### src/rtl/block_pkg.sv
// ============================================================================
//  Module : block_pkg
//  Brief  : Shared types and constants for the indexed bit block writer/reader
//  Rev    : 1.0  initial release
// ============================================================================
`default_nettype none

package block_pkg;

  localparam int BLOCK_DEPTH = 64;

  typedef enum logic [1:0] {
    IDLE = 2'd0,
    FILL = 2'd1,
    FULL = 2'd2
  } block_state_e;

endpackage

`default_nettype wire

### src/rtl/block_bit_writer.sv
// ============================================================================
//  Module : block_bit_writer
//  Brief  : Fills a DEPTH-bit block one bit per handshake from start_idx up to
//           DEPTH-1, then holds the block with block_valid until block_ack.
//  Rev    : 1.0  initial release
// ============================================================================
`default_nettype none

module block_bit_writer
  import block_pkg::*;
#(
  parameter  int DEPTH = BLOCK_DEPTH,
  localparam int IDX_W = $clog2(DEPTH)
) (
  input  logic             clk,
  input  logic             rst,
  input  logic             start,
  input  logic [IDX_W-1:0] start_idx,
  input  logic             abort,
  input  logic             bit_in,
  input  logic             bit_valid,
  output logic             bit_ready,
  output logic [IDX_W-1:0] wr_idx,
  output logic             busy,
  output logic [DEPTH-1:0] block_out,
  output logic             block_valid,
  input  logic             block_ack
);

  localparam logic [IDX_W-1:0] LAST_IDX = IDX_W'(DEPTH - 1);

  block_state_e     state_q, state_d;
  logic [IDX_W-1:0] wr_idx_q, wr_idx_d;
  logic [DEPTH-1:0] block_q, block_d;
  logic             start_ok;

  // Out-of-range start indices only exist when DEPTH is not a power of two.
  assign start_ok = (32'(start_idx) < DEPTH);

  always_comb begin
    state_d  = state_q;
    wr_idx_d = wr_idx_q;
    block_d  = block_q;
    case (state_q)
      IDLE: begin
        if (start && start_ok) begin
          wr_idx_d = start_idx;
          state_d  = FILL;
        end
      end
      FILL: begin
        // abort takes priority over a coincident handshake
        if (abort) begin
          state_d = IDLE;
        end else if (bit_valid) begin
          block_d[wr_idx_q] = bit_in;
          if (wr_idx_q == LAST_IDX) begin
            wr_idx_d = '0;
            state_d  = FULL;
          end else begin
            wr_idx_d = wr_idx_q + IDX_W'(1);
          end
        end
      end
      FULL: begin
        if (block_ack) begin
          state_d = IDLE;
        end
      end
      default: state_d = IDLE;
    endcase
  end

  always_ff @(posedge clk) begin
    if (rst) begin
      state_q  <= IDLE;
      wr_idx_q <= '0;
      block_q  <= '0;
    end else begin
      state_q  <= state_d;
      wr_idx_q <= wr_idx_d;
      block_q  <= block_d;
    end
  end

  assign bit_ready   = (state_q == FILL);
  assign block_valid = (state_q == FULL);
  assign busy        = (state_q != IDLE);
  assign wr_idx      = wr_idx_q;
  assign block_out   = block_q;

endmodule

`default_nettype wire

### config.mk
export PLATFORM = sky130hd
export DESIGN_NAME = block_bit_writer
export DESIGN_NICKNAME = d
export VERILOG_FILES = /design/src/rtl/block_pkg.sv /design/src/rtl/block_bit_writer.sv
export SDC_FILE = /design/constraint.sdc
export NUM_CORES = 1
export LEC_CHECK = 0
export ABC_CLOCK_PERIOD_IN_PS = 3500
export BUFFER_PORTS_ARGS = -buffer_cell sky130_fd_sc_hd__buf_4
export CORE_MARGIN = 4
export CORE_UTILIZATION = 59
export CTS_BUF_LIST = sky130_fd_sc_hd__clkbuf_4 sky130_fd_sc_hd__clkbuf_8
export DETAILED_ROUTE_END_ITERATION = 10
export GPL_ROUTABILITY_DRIVEN = 0
export GPL_TIMING_DRIVEN = 0
export PLACE_DENSITY_LB_ADDON = 0.08
export SLEW_MARGIN = 20
export SYNTH_ARGS = -nofsm -noshare
export SYNTH_HDL_FRONTEND = slang
export SYNTH_SLANG_ARGS = --single-unit
### constraint.sdc
create_clock -name clk -period 3.5 [get_ports clk]
set_input_delay 0.525 -clock clk [delete_from_list [all_inputs] [get_ports clk]]
set_output_delay 0.525 -clock clk [all_outputs]
set_load 0.03 [all_outputs]
==> run metrics, run 1 <==
outcome=finished, final reports clean; die area=around 7000 um^2; Clock Sink Count=72; largest net degree at the start of global routing=13; final worst-path cycle share=0.531; Wirelength per Cell=~17 um; combinational family with the most area after synthesis=simple AND/OR/NAND/NOR gates; placed cells=539; min-delay worst type=in -> reg; Final min period=1.86 ns; H-Tree Depth=3; total core area=between 5000 and 6000 um^2; clock power share=0.417; Hold Slack=0.445 ns; maximum VDD drop=0.000291 V; Mapped Avg Cell Area=8.75 um^2; internal power=1.34 mW; Synth warnings=0; Final Hold Viols=0; total grt overflow=0; post-synthesis adder-cell area fraction=0.00373; reg2reg start=wr_idx[0]; Critical Path Source=state_q[0]; global-route wire length before repair=approximately 15000 um; worst endpoint required time=2.97 ns; dominant synthesized flop cell=dfxtp_1; post-route ant nets=0; endpoints failing setup=0; Filler cells=416; antenna diode count=0; RSZ-0062 raised after global routing=false; CP startpoint kind=flop; CP Capture Type=output pin; Cell Count, Final, Fillers Out=555; Comb pwr share=0.121; DR vias=3240; Die Y-Extent=roughly 83 um; Final Max Slew Viols=0; fin util=0.781; sequential share of power=0.462; hpwl dp=roughly 6400 um; Inserted Clock Buffers=9; post-synthesis sequential area ratio=0.429; drt pass-1 iters=5; CTS tree=yes; R2R Path End=block_out[13]; Worst-path clk slew=0.07 ns; Post-synth ARST share=0; NumNets Final=492; drt total wl=roughly 9400 um; Switch Pwr=about 0.47 mW; vias in the first global route=~3.2k; syn nets=398; I/O pins=86; Peak Freq=538 MHz; Leakage Power=2.09 nW; Port Buffers=83; Power Density=420 nW/um^2; share of cells above drive strength 1=0.275; Sw Share=0.260; drt initial violations=258; max-cap violations=0; die width=about 83 um; Rows=27; setup TNS=0 ns; Vias/cell=approximately 6; CTS hold repair buffers=0; total power=roughly 1.8 mW; Reg2Reg Setup Slack=approximately 1.7 ns; Slew HR=0.490; CP arrival=approximately 1.3 ns; footprint of the multi-input gates=between 1500 and 2000 um^2; Post-CTS Setup Bufs=0; Clock Skew=around 0.0045 ns; clock latency at the later pin of the worst-skew pair=between 0.3 and 0.4 ns; DRC=0; Mapped Cells=around 380; Crit Path Max Fanout=6; Yosys cell types=38; Post-Synthesis Cell Area=3360 um^2; register area=1440 um^2; synthesized flop and latch total=a little over 70; Starting Density=0.610; mux cell area share after synthesis=0.146; XOR/XNOR Fraction of Synth Area=0; GRT Overall Usage=0.268; Post-synth EDFFs=0; initial antenna violation count=0; worst setup path end=bit_ready; post-synthesis compound-gate area fraction=0.0924; Max Root-Sink Buffers=2; post-synthesis simple-gate area fraction=0.268; cts repair resizes=0; Synth-to-Final Area Change=28.1%; worst reg2reg path depth=6; clock root cell=clkbuf_8; Crit Path Class=reg -> out; Slew @ Worst Pin=0.762 ns
==> worst min path at each step <==
stage          slack (ns)          start  depth (start not counted)       endpoint
4_1_cts              0.44          start                          3     state_q[0]
6_report             0.44          start                          3     state_q[0]
2_1_floorplan        0.61   block_out[2]                          2   block_out[2]
3_5_place_dp         0.47  block_out[53]                          2  block_out[53]
5_1_grt              0.47          start                          3     state_q[0]
3_3_place_gp         0.47  block_out[51]                          2  block_out[51]
==> power by group through the flow <==
stage	clock network [mW]	logic (mW)	registers, mW
3_5_place_dp	0	0.215	0.854
4_1_cts	0.752	0.216	0.834
3_3_place_gp	0	0.213	0.853
6_report	0.752	0.219	0.834
2_1_floorplan	0	0.133	0.866
5_1_grt	0.796	0.233	0.836
==> routing by layer <==
layer | vias to the layer above | global-route usage | wire length [um]
met5 | - | 0 | 0
li1 | 1528 | - | -
met1 | 1547 | 0.319 | 3850
met3 | 31 | 0.0496 | 567
met2 | 134 | 0.461 | 4670
met4 | 0 | 0.133 | 289
==> synthesized netlist by cell type, types with 2 or more instances <==
library cell,instances,share of area
dfxtp_1,72,0.43
nand3_1,67,0.10
nor2_1,56,0.063
mux2i_1,48,0.14
a21oi_1,22,0.033
clkbuf_1,20,0.022
buf_2,17,0.025
o21ai_1,16,0.024
nand2_1,7,0.0078
and3b_1,5,0.013
o21ai_0,5,0.0075
a211oi_1,4,0.0089
nor3b_2,4,0.015
and2_1,3,0.0056
inv_1,3,0.0034
nand3b_1,3,0.0067
nor3_1,3,0.0045
a21o_1,2,0.0045
a311oi_1,2,0.0052
and3_1,2,0.0037
buf_4,2,0.0045
nor2b_1,2,0.0037
nor3_2,2,0.0060
nor3b_4,2,0.011
or3_1,2,0.0037
==> metrics by stage <==
| stage | worst slack [ns] | cell area, um^2 |
|---|---|---|
| 2_1_floorplan | 1.88 | 3360 |
| 3_3_place_gp | 1.66 | 4070 |
| 3_5_place_dp | 1.60 | 4070 |
| 4_1_cts | 1.65 | 4300 |
| 5_1_grt | 1.56 | 4300 |
| 6_report | 1.64 | 4300 |
==> cells by family after synthesis <==
family | count (synthesis)
adders and majority gates | 1
and+or+nand+nor | 164
muxes | 49
AOI/OAI and AO/OA | 54
buffers and inverters | 44
DFF | 72
==> state kept, by name, summed over array words and instances, names as in the netlist <==
signal	count
block_out	64
state_q	2
wr_idx	6
==> cell usage in the layout, fill, tap and decap left out, types with 5 or more instances in the layout <==
master,synthesis,layout
buf_4,2,85
clkbuf_1,20,20
clkbuf_8,0,11
buf_2,17,17
and3b_1,5,5
dfxtp_1,72,72
mux2i_1,48,48
nor2_1,56,56
nand3_1,67,67
a21oi_1,22,22
nand2_1,7,7
o21ai_1,16,16
o21ai_0,5,5
==> layout make-up <==
| cell class | instances | share of cell area |
|---|---|---|
| flip-flops and latches | 72 | 0.335 |
| repair buffers | 83 | 0.145 |
| well taps | 72 | 0.0209 |
| plain buffers | 41 | 0.0442 |
| multi-input cells | 268 | 0.399 |
| inverters | 3 | 0.00262 |
| clock buffers | 11 | 0.0352 |
| clock inverters | 5 | 0.0183 |
==> worst max-delay path, cell delays in order, from the launching register on <==
cell      delay [ns]
dfxtp_1         0.45
nand2b_1        0.15
inv_1           0.20
buf_4           0.20
Power figures use the tool's default switching activity.
==> inputs of run 2 (changes only) <==
--- a/config.mk
+++ b/config.mk
@@ -5,10 +5,10 @@
 export SDC_FILE = /design/constraint.sdc
 export NUM_CORES = 1
 export LEC_CHECK = 0
-export ABC_CLOCK_PERIOD_IN_PS = 3500
+export ABC_CLOCK_PERIOD_IN_PS = 1620
 export BUFFER_PORTS_ARGS = -buffer_cell sky130_fd_sc_hd__buf_4
 export CORE_MARGIN = 4
-export CORE_UTILIZATION = 59
+export CORE_UTILIZATION = 49
 export CTS_BUF_LIST = sky130_fd_sc_hd__clkbuf_4 sky130_fd_sc_hd__clkbuf_8
 export DETAILED_ROUTE_END_ITERATION = 10
 export GPL_ROUTABILITY_DRIVEN = 0
==> constraint.sdc (replaced) <==
create_clock -name clk -period 1.62 [get_ports clk]
set_input_delay 0.243 -clock clk [delete_from_list [all_inputs] [get_ports clk]]
set_output_delay 0.243 -clock clk [all_outputs]
set_load 0.03 [all_outputs]
==> run 2 against run 1 <==
Register-to-register slack got worse by 1.6 ns. Sequential share of layout area fell by 1.1 points. Flip-flop and latch count did not move. Via count fell by 1.2%. Worst hold slack got worse by 0.28 ns. Non-clock buffer count rose by 3. Clock-buffer cell count rose by 1. Largest cell class unchanged. Worst setup slack got worse by 1.6 ns. Wire length rose by 2.2%. Cell area rose by 3.8%. Largest power group unchanged. Core utilization fell by 9.4 points.
==> run metrics, run 2 (same netlist as run 1, synthesis figures left out) <==
Slew @ Worst Pin=0.566 ns (-0.196 ns); Critical Path Source=wr_idx[4]; clock root cell=clkbuf_8; worst setup path end=block_out[1]; max-cap violations=0 (unchanged); Leakage Power=2.13 nW (+2.0%); Peak Freq=631 MHz; drt total wl=9580 um (+2.2%); Starting Density=0.517 (-0.0928); endpoints failing setup=0 (unchanged); CTS tree=yes; Buffers & Inverters on Critical Path=2 (unchanged); Reg2Reg Setup Slack=0.03 ns (-1.63 ns); NumNets Final=495 (+0.61%); Final Hold Viols=0 (unchanged); Synth-to-Final Area Change=32.9%; Die Y-Extent=90.8 um (+8.8%); crit-path leading delay family=simple AND/OR/NAND/NOR gates; total grt overflow=0 (unchanged); Slew HR=0.623 (+0.133); Comb pwr share=0.147 (+0.026); H-Tree Depth=3 (unchanged); hpwl dp=6350 um (-0.51%); die area=8240 um^2 (+18%); DR vias=3202 (-1.2%); Worst-path clk slew=0.08 ns (about the same); total power=3.91 mW (+120%); global-route wire length before repair=15100 um (-0.41%); Wirelength per Cell=17.0 um (+0.71%); CP startpoint kind=flop; worst reg2reg path depth=5 (-1); Clock Sink Count=72 (unchanged); GRT Overall Usage=0.229 (-0.0391); Power Density=876 nW/um^2 (+110%); Port Buffers=83 (unchanged); vias in the first global route=2933 (-7.6%); Inserted Clock Buffers=9 (unchanged); CP arrival=1.80 ns (+0.47 ns); crit-path cells=clkbuf_4 -> or4_1 -> buf_6 -> o21ai_1 -> a21oi_1; drt initial violations=243 (-5.8%); Critical-path top delay cell=or4_1; outcome=finished, final reports clean; initial antenna violation count=0 (unchanged); min-delay worst type=in -> reg; setup TNS=0 ns (unchanged); Sw Share=0.271 (+0.0107); Vias/cell=5.69 (-2.6%); Final min period=1.59 ns; number of cells on the critical path=5 (+2); drt pass-1 iters=5 (unchanged); reg2reg start=wr_idx[4]; Crit Path Class=reg -> reg; R2R Path End=block_out[1]; Hold Slack=0.169 ns (-0.276 ns); leading cell type in the layout, fill and taps excluded=buf_4; Max Root-Sink Buffers=2 (unchanged); Clock Skew=0.00784 ns (+0.00336 ns); CP Capture Type=flop; Crit Path Max Fanout=10 (+4); sequential share of power=0.462 (about the same); Filler cells=536 (+29%); most frequent cells in the layout=buf_4 (95), dfxtp_1 (69), nand3_1 (67); total core area=6490 um^2 (+18%); final worst-path cycle share=0.979; max reg flops=64 (unchanged); I/O pins=86 (unchanged); share of cells above drive strength 1=0.305 (+0.0292); worst endpoint required time=1.83 ns (-1.14 ns); post-route ant nets=0 (unchanged); worst stage delay on the critical path=0.54 ns (+0.09 ns); die width=90.8 um (+8.8%); Switch Pwr=1.06 mW (+130%); antenna diode count=0 (unchanged); Rows=29 (+7.4%); DRC=0 (unchanged); maximum VDD drop=0.000519 V (+78%); Final Max Slew Viols=0 (unchanged); internal power=2.85 mW (+110%); largest net degree at the start of global routing=13 (unchanged); clock latency at the later pin of the worst-skew pair=0.35 ns (about the same); clock power share=0.391 (-0.026)
## run 2: power groups by stage
stage               Sequential (mW)  Combinational [mW]  Clock, mW
finish                         1.81               0.575       1.53
global route                   1.81               0.611       1.64
detailed placement             1.84               0.472          0
CTS                            1.80               0.509       1.54
global placement               1.84               0.467          0
floorplan                      1.87               0.287          0
## run 2: repair_timing
item                       CTS  global route
buffers inserted             2             6
resized for setup            6            25
hold buffers                 0             0
setup endpoints to repair   47            69
pin swaps                    2             4
## run 2: final cells by class
class,instances,area (um^2),area share
multi-input cells,268,1750,0.393
repair buffers,91,733,0.164
well taps,77,96.3,0.0216
inverters,3,11.3,0.00252
flip-flops and latches,72,1450,0.324
clock inverters,4,51.3,0.0115
clock buffers,12,165,0.0370
plain buffers,36,206,0.0463
## run 2: layer usage
metal  track usage  vias to the layer above  wire length (um)  part of all wire
li1              -                     1539                 -                 -
met1         0.309                     1511              4190              0.44
met2         0.358                      137              4570              0.48
met3        0.0408                       15               649             0.068
met4        0.0992                        0               173             0.018
met5             0                        -                 0                 0
## run 2: worst min path at each step
stage	startpoint	to	slack [ns]	depth (start not counted)
after CTS	start_idx[1]	wr_idx[1]	0.16	3
after floorplan	start	state_q[0]	0.38	2
after global routing	start_idx[1]	wr_idx[1]	0.20	3
final	start_idx[1]	wr_idx[1]	0.17	3
after detailed placement	block_out[4]	block_out[4]	0.47	2
after global placement	block_out[51]	block_out[51]	0.47	2
## run 2: worst reg2reg max path, cell delays in order (launching register included)
cell and delay, ns:
dfxtp_2 0.34, clkbuf_4 0.20, or4_1 0.54, buf_6 0.16
o21ai_1 0.13, a21oi_1 0.08
## run 2: per-stage QoR
stage | cells | area, um^2 | worst slack, ns | utilization
floorplan | 384 | 3360 | 0.0161 | -
finish | 563 | 4460 | 0.0347 | 0.687
global placement | 544 | 4080 | -0.144 | 0.628
CTS | 559 | 4350 | 0.00264 | 0.670
detailed placement | 544 | 4080 | -0.161 | 0.628
global route | 563 | 4460 | -0.0146 | 0.687
==> inputs of run 3 (changes only) <==
==> constraint.sdc (replaced) <==
create_clock -name clk -period 1.62 [get_ports clk]
set_input_delay 0.405 -clock clk [delete_from_list [all_inputs] [get_ports clk]]
set_output_delay 0.405 -clock clk [all_outputs]
set_load 0.03 [all_outputs]
==> run 3 against run 2 <==
Worst setup slack better by 0.011 ns. Combinational power is essentially flat. Clock-buffer cell count stayed put. Global-route usage about the same. Sequential share of layout area shrank 0.15 points. Worst hold slack improved by 0.16 ns. Largest power group unchanged.
==> run metrics, run 3 (same netlist as run 1, synthesis figures left out) <==
Die Y-Extent=90.8 um (unchanged); RSZ-0062 raised after global routing=true; total core area=6490 um^2 (unchanged); Rows=29 (unchanged); Final Max Slew Viols=0 (unchanged); Vias/cell=5.70 (+0.28%); drt pass-1 iters=5 (unchanged); CP startpoint kind=flop; DRC=0 (unchanged); Synth-to-Final Area Change=33.5%; die width=90.8 um (unchanged); Inserted Clock Buffers=9 (unchanged); Clock Skew=0.00900 ns (+0.00115 ns); Slew @ Worst Pin=0.576 ns (+0.0101 ns); Peak Freq=635 MHz (+0.67%); min-delay worst type=in -> reg; drt initial violations=203 (-16%); Worst-path clk slew=0.08 ns (about the same); Hold Slack=0.327 ns (+0.158 ns); Critical-path top delay cell=or4_4; final worst-path cycle share=0.972 (-0.00652); crit-path cells=clkbuf_4 -> or4_4 -> buf_6 -> o21ai_1 -> a21oi_1; die area=8240 um^2 (unchanged); Slew HR=0.616 (-0.00671); share of cells above drive strength 1=0.315 (+0.0103); CP arrival=1.79 ns (about the same); antenna diode count=0 (unchanged); Final min period=1.57 ns (-0.0106 ns); most frequent cells in the layout=buf_4 (94), dfxtp_1 (69), nand3_1 (67); Power Density=874 nW/um^2 (-0.25%); maximum VDD drop=0.000517 V (-0.34%); endpoints failing setup=0 (unchanged); I/O pins=86 (unchanged); clock power share=0.391 (about the same); total grt overflow=0 (unchanged); clock root cell=clkbuf_8; total power=3.92 mW (+0.23%); worst stage delay on the critical path=0.53 ns (about the same); Crit Path Class=reg -> reg; Comb pwr share=0.147 (about the same); Leakage Power=2.13 nW (+0.14%); Final Hold Viols=0 (unchanged); H-Tree Depth=3 (unchanged); Max Root-Sink Buffers=2 (unchanged); largest net degree at the start of global routing=13 (unchanged); Buffers & Inverters on Critical Path=2 (unchanged); hpwl dp=6350 um (unchanged); CTS tree=yes; GRT Overall Usage=0.229 (+0.000351); Crit Path Max Fanout=10 (unchanged); placed cells=544 (unchanged); initial antenna violation count=0 (unchanged); post-route ant nets=0 (unchanged); DR vias=3211 (+0.28%); Switch Pwr=1.07 mW (+0.64%); global-route wire length before repair=15100 um (+0.23%); Starting Density=0.517 (unchanged); Cell Count, Final, Fillers Out=563 (unchanged); Clock Sink Count=72 (unchanged); outcome=finished, final reports clean; clock latency at the later pin of the worst-skew pair=0.35 ns (about the same); worst endpoint required time=1.83 ns (about the same); crit-path leading delay family=simple AND/OR/NAND/NOR gates; internal power=2.85 mW (about the same); max-cap violations=0 (unchanged); vias in the first global route=2940 (+0.24%); Sw Share=0.272 (+0.00110); CP Capture Type=flop; drt total wl=9560 um (-0.18%); Wirelength per Cell=17.0 um (-0.18%); leading cell type in the layout, fill and taps excluded=buf_4; NumNets Final=495 (unchanged); max reg flops=64 (unchanged); sequential share of power=0.462 (about the same); Port Buffers=83 (unchanged)
==> run 3: cell type report <==
type	instances	area (um^2)
Inverter	3	11.3
Tap cell	77	96.3
Clock buffer	12	165
Timing Repair Buffer	91	733
Sequential cell	72	1450
Clock inverter	4	51.3
Buffer	36	209
Fill cell	529	2010
Multi-Input combinational cell	268	1770
==> run 3: what timing repair did <==
action / 4_1_cts / 5_1_grt
resized for setup: 10 / 26
endpoints found under the hold margin: 0 / 0
setup buffers: 2 / 6
pin swaps: 2 / 3
hold buffers: 0 / 0
endpoints found under the setup margin: 49 / 68
==> run 3: per-stage QoR <==
step / util / TNS [ns] / instance area [um^2] / setup WS [ns]
2_1_floorplan: - / 0 / 3360 / 0.0161
3_3_place_gp: 0.628 / -5.17 / 4080 / -0.144
3_5_place_dp: 0.628 / -6.39 / 4080 / -0.161
4_1_cts: 0.672 / 0 / 4360 / 0.00264
5_1_grt: 0.690 / -0.0415 / 4480 / -0.0190
6_report: 0.690 / 0 / 4480 / 0.0453
==> run 3: worst reg2reg max path: cells and delay by family, from the launching register on <==
family,cells,cell delay (ns)
DFF,1,0.34
buffers and inverters,2,0.36
AOI/OAI and AO/OA,2,0.21
and+or+nand+nor,1,0.53
==> run 3: worst paths after layout <==
check	to	start	depth (start not counted)	slack, ns
setup reg to reg	block_out[1]	wr_idx[4]	5	0.05
hold reg to reg	block_out[4]	block_out[4]	2	0.48
setup / recovery	block_out[1]	wr_idx[4]	5	0.05
hold / removal	wr_idx[1]	start_idx[1]	3	0.33
==> run 3: power by group through the flow <==
stage / logic (mW) / clock network (mW) / registers, mW
6_report: 0.578 / 1.53 / 1.81
5_1_grt: 0.614 / 1.63 / 1.81
4_1_cts: 0.512 / 1.54 / 1.81
3_5_place_dp: 0.472 / 0 / 1.84
3_3_place_gp: 0.467 / 0 / 1.84
2_1_floorplan: 0.287 / 0 / 1.87
==> run 3: routing by layer <==
metal,global-route usage,vias up,share of wire
met1,0.307,1510,0.43
met5,0,-,0
met3,0.0442,15,0.069
li1,-,1539,-
met4,0.0992,0,0.016
met2,0.359,147,0.48
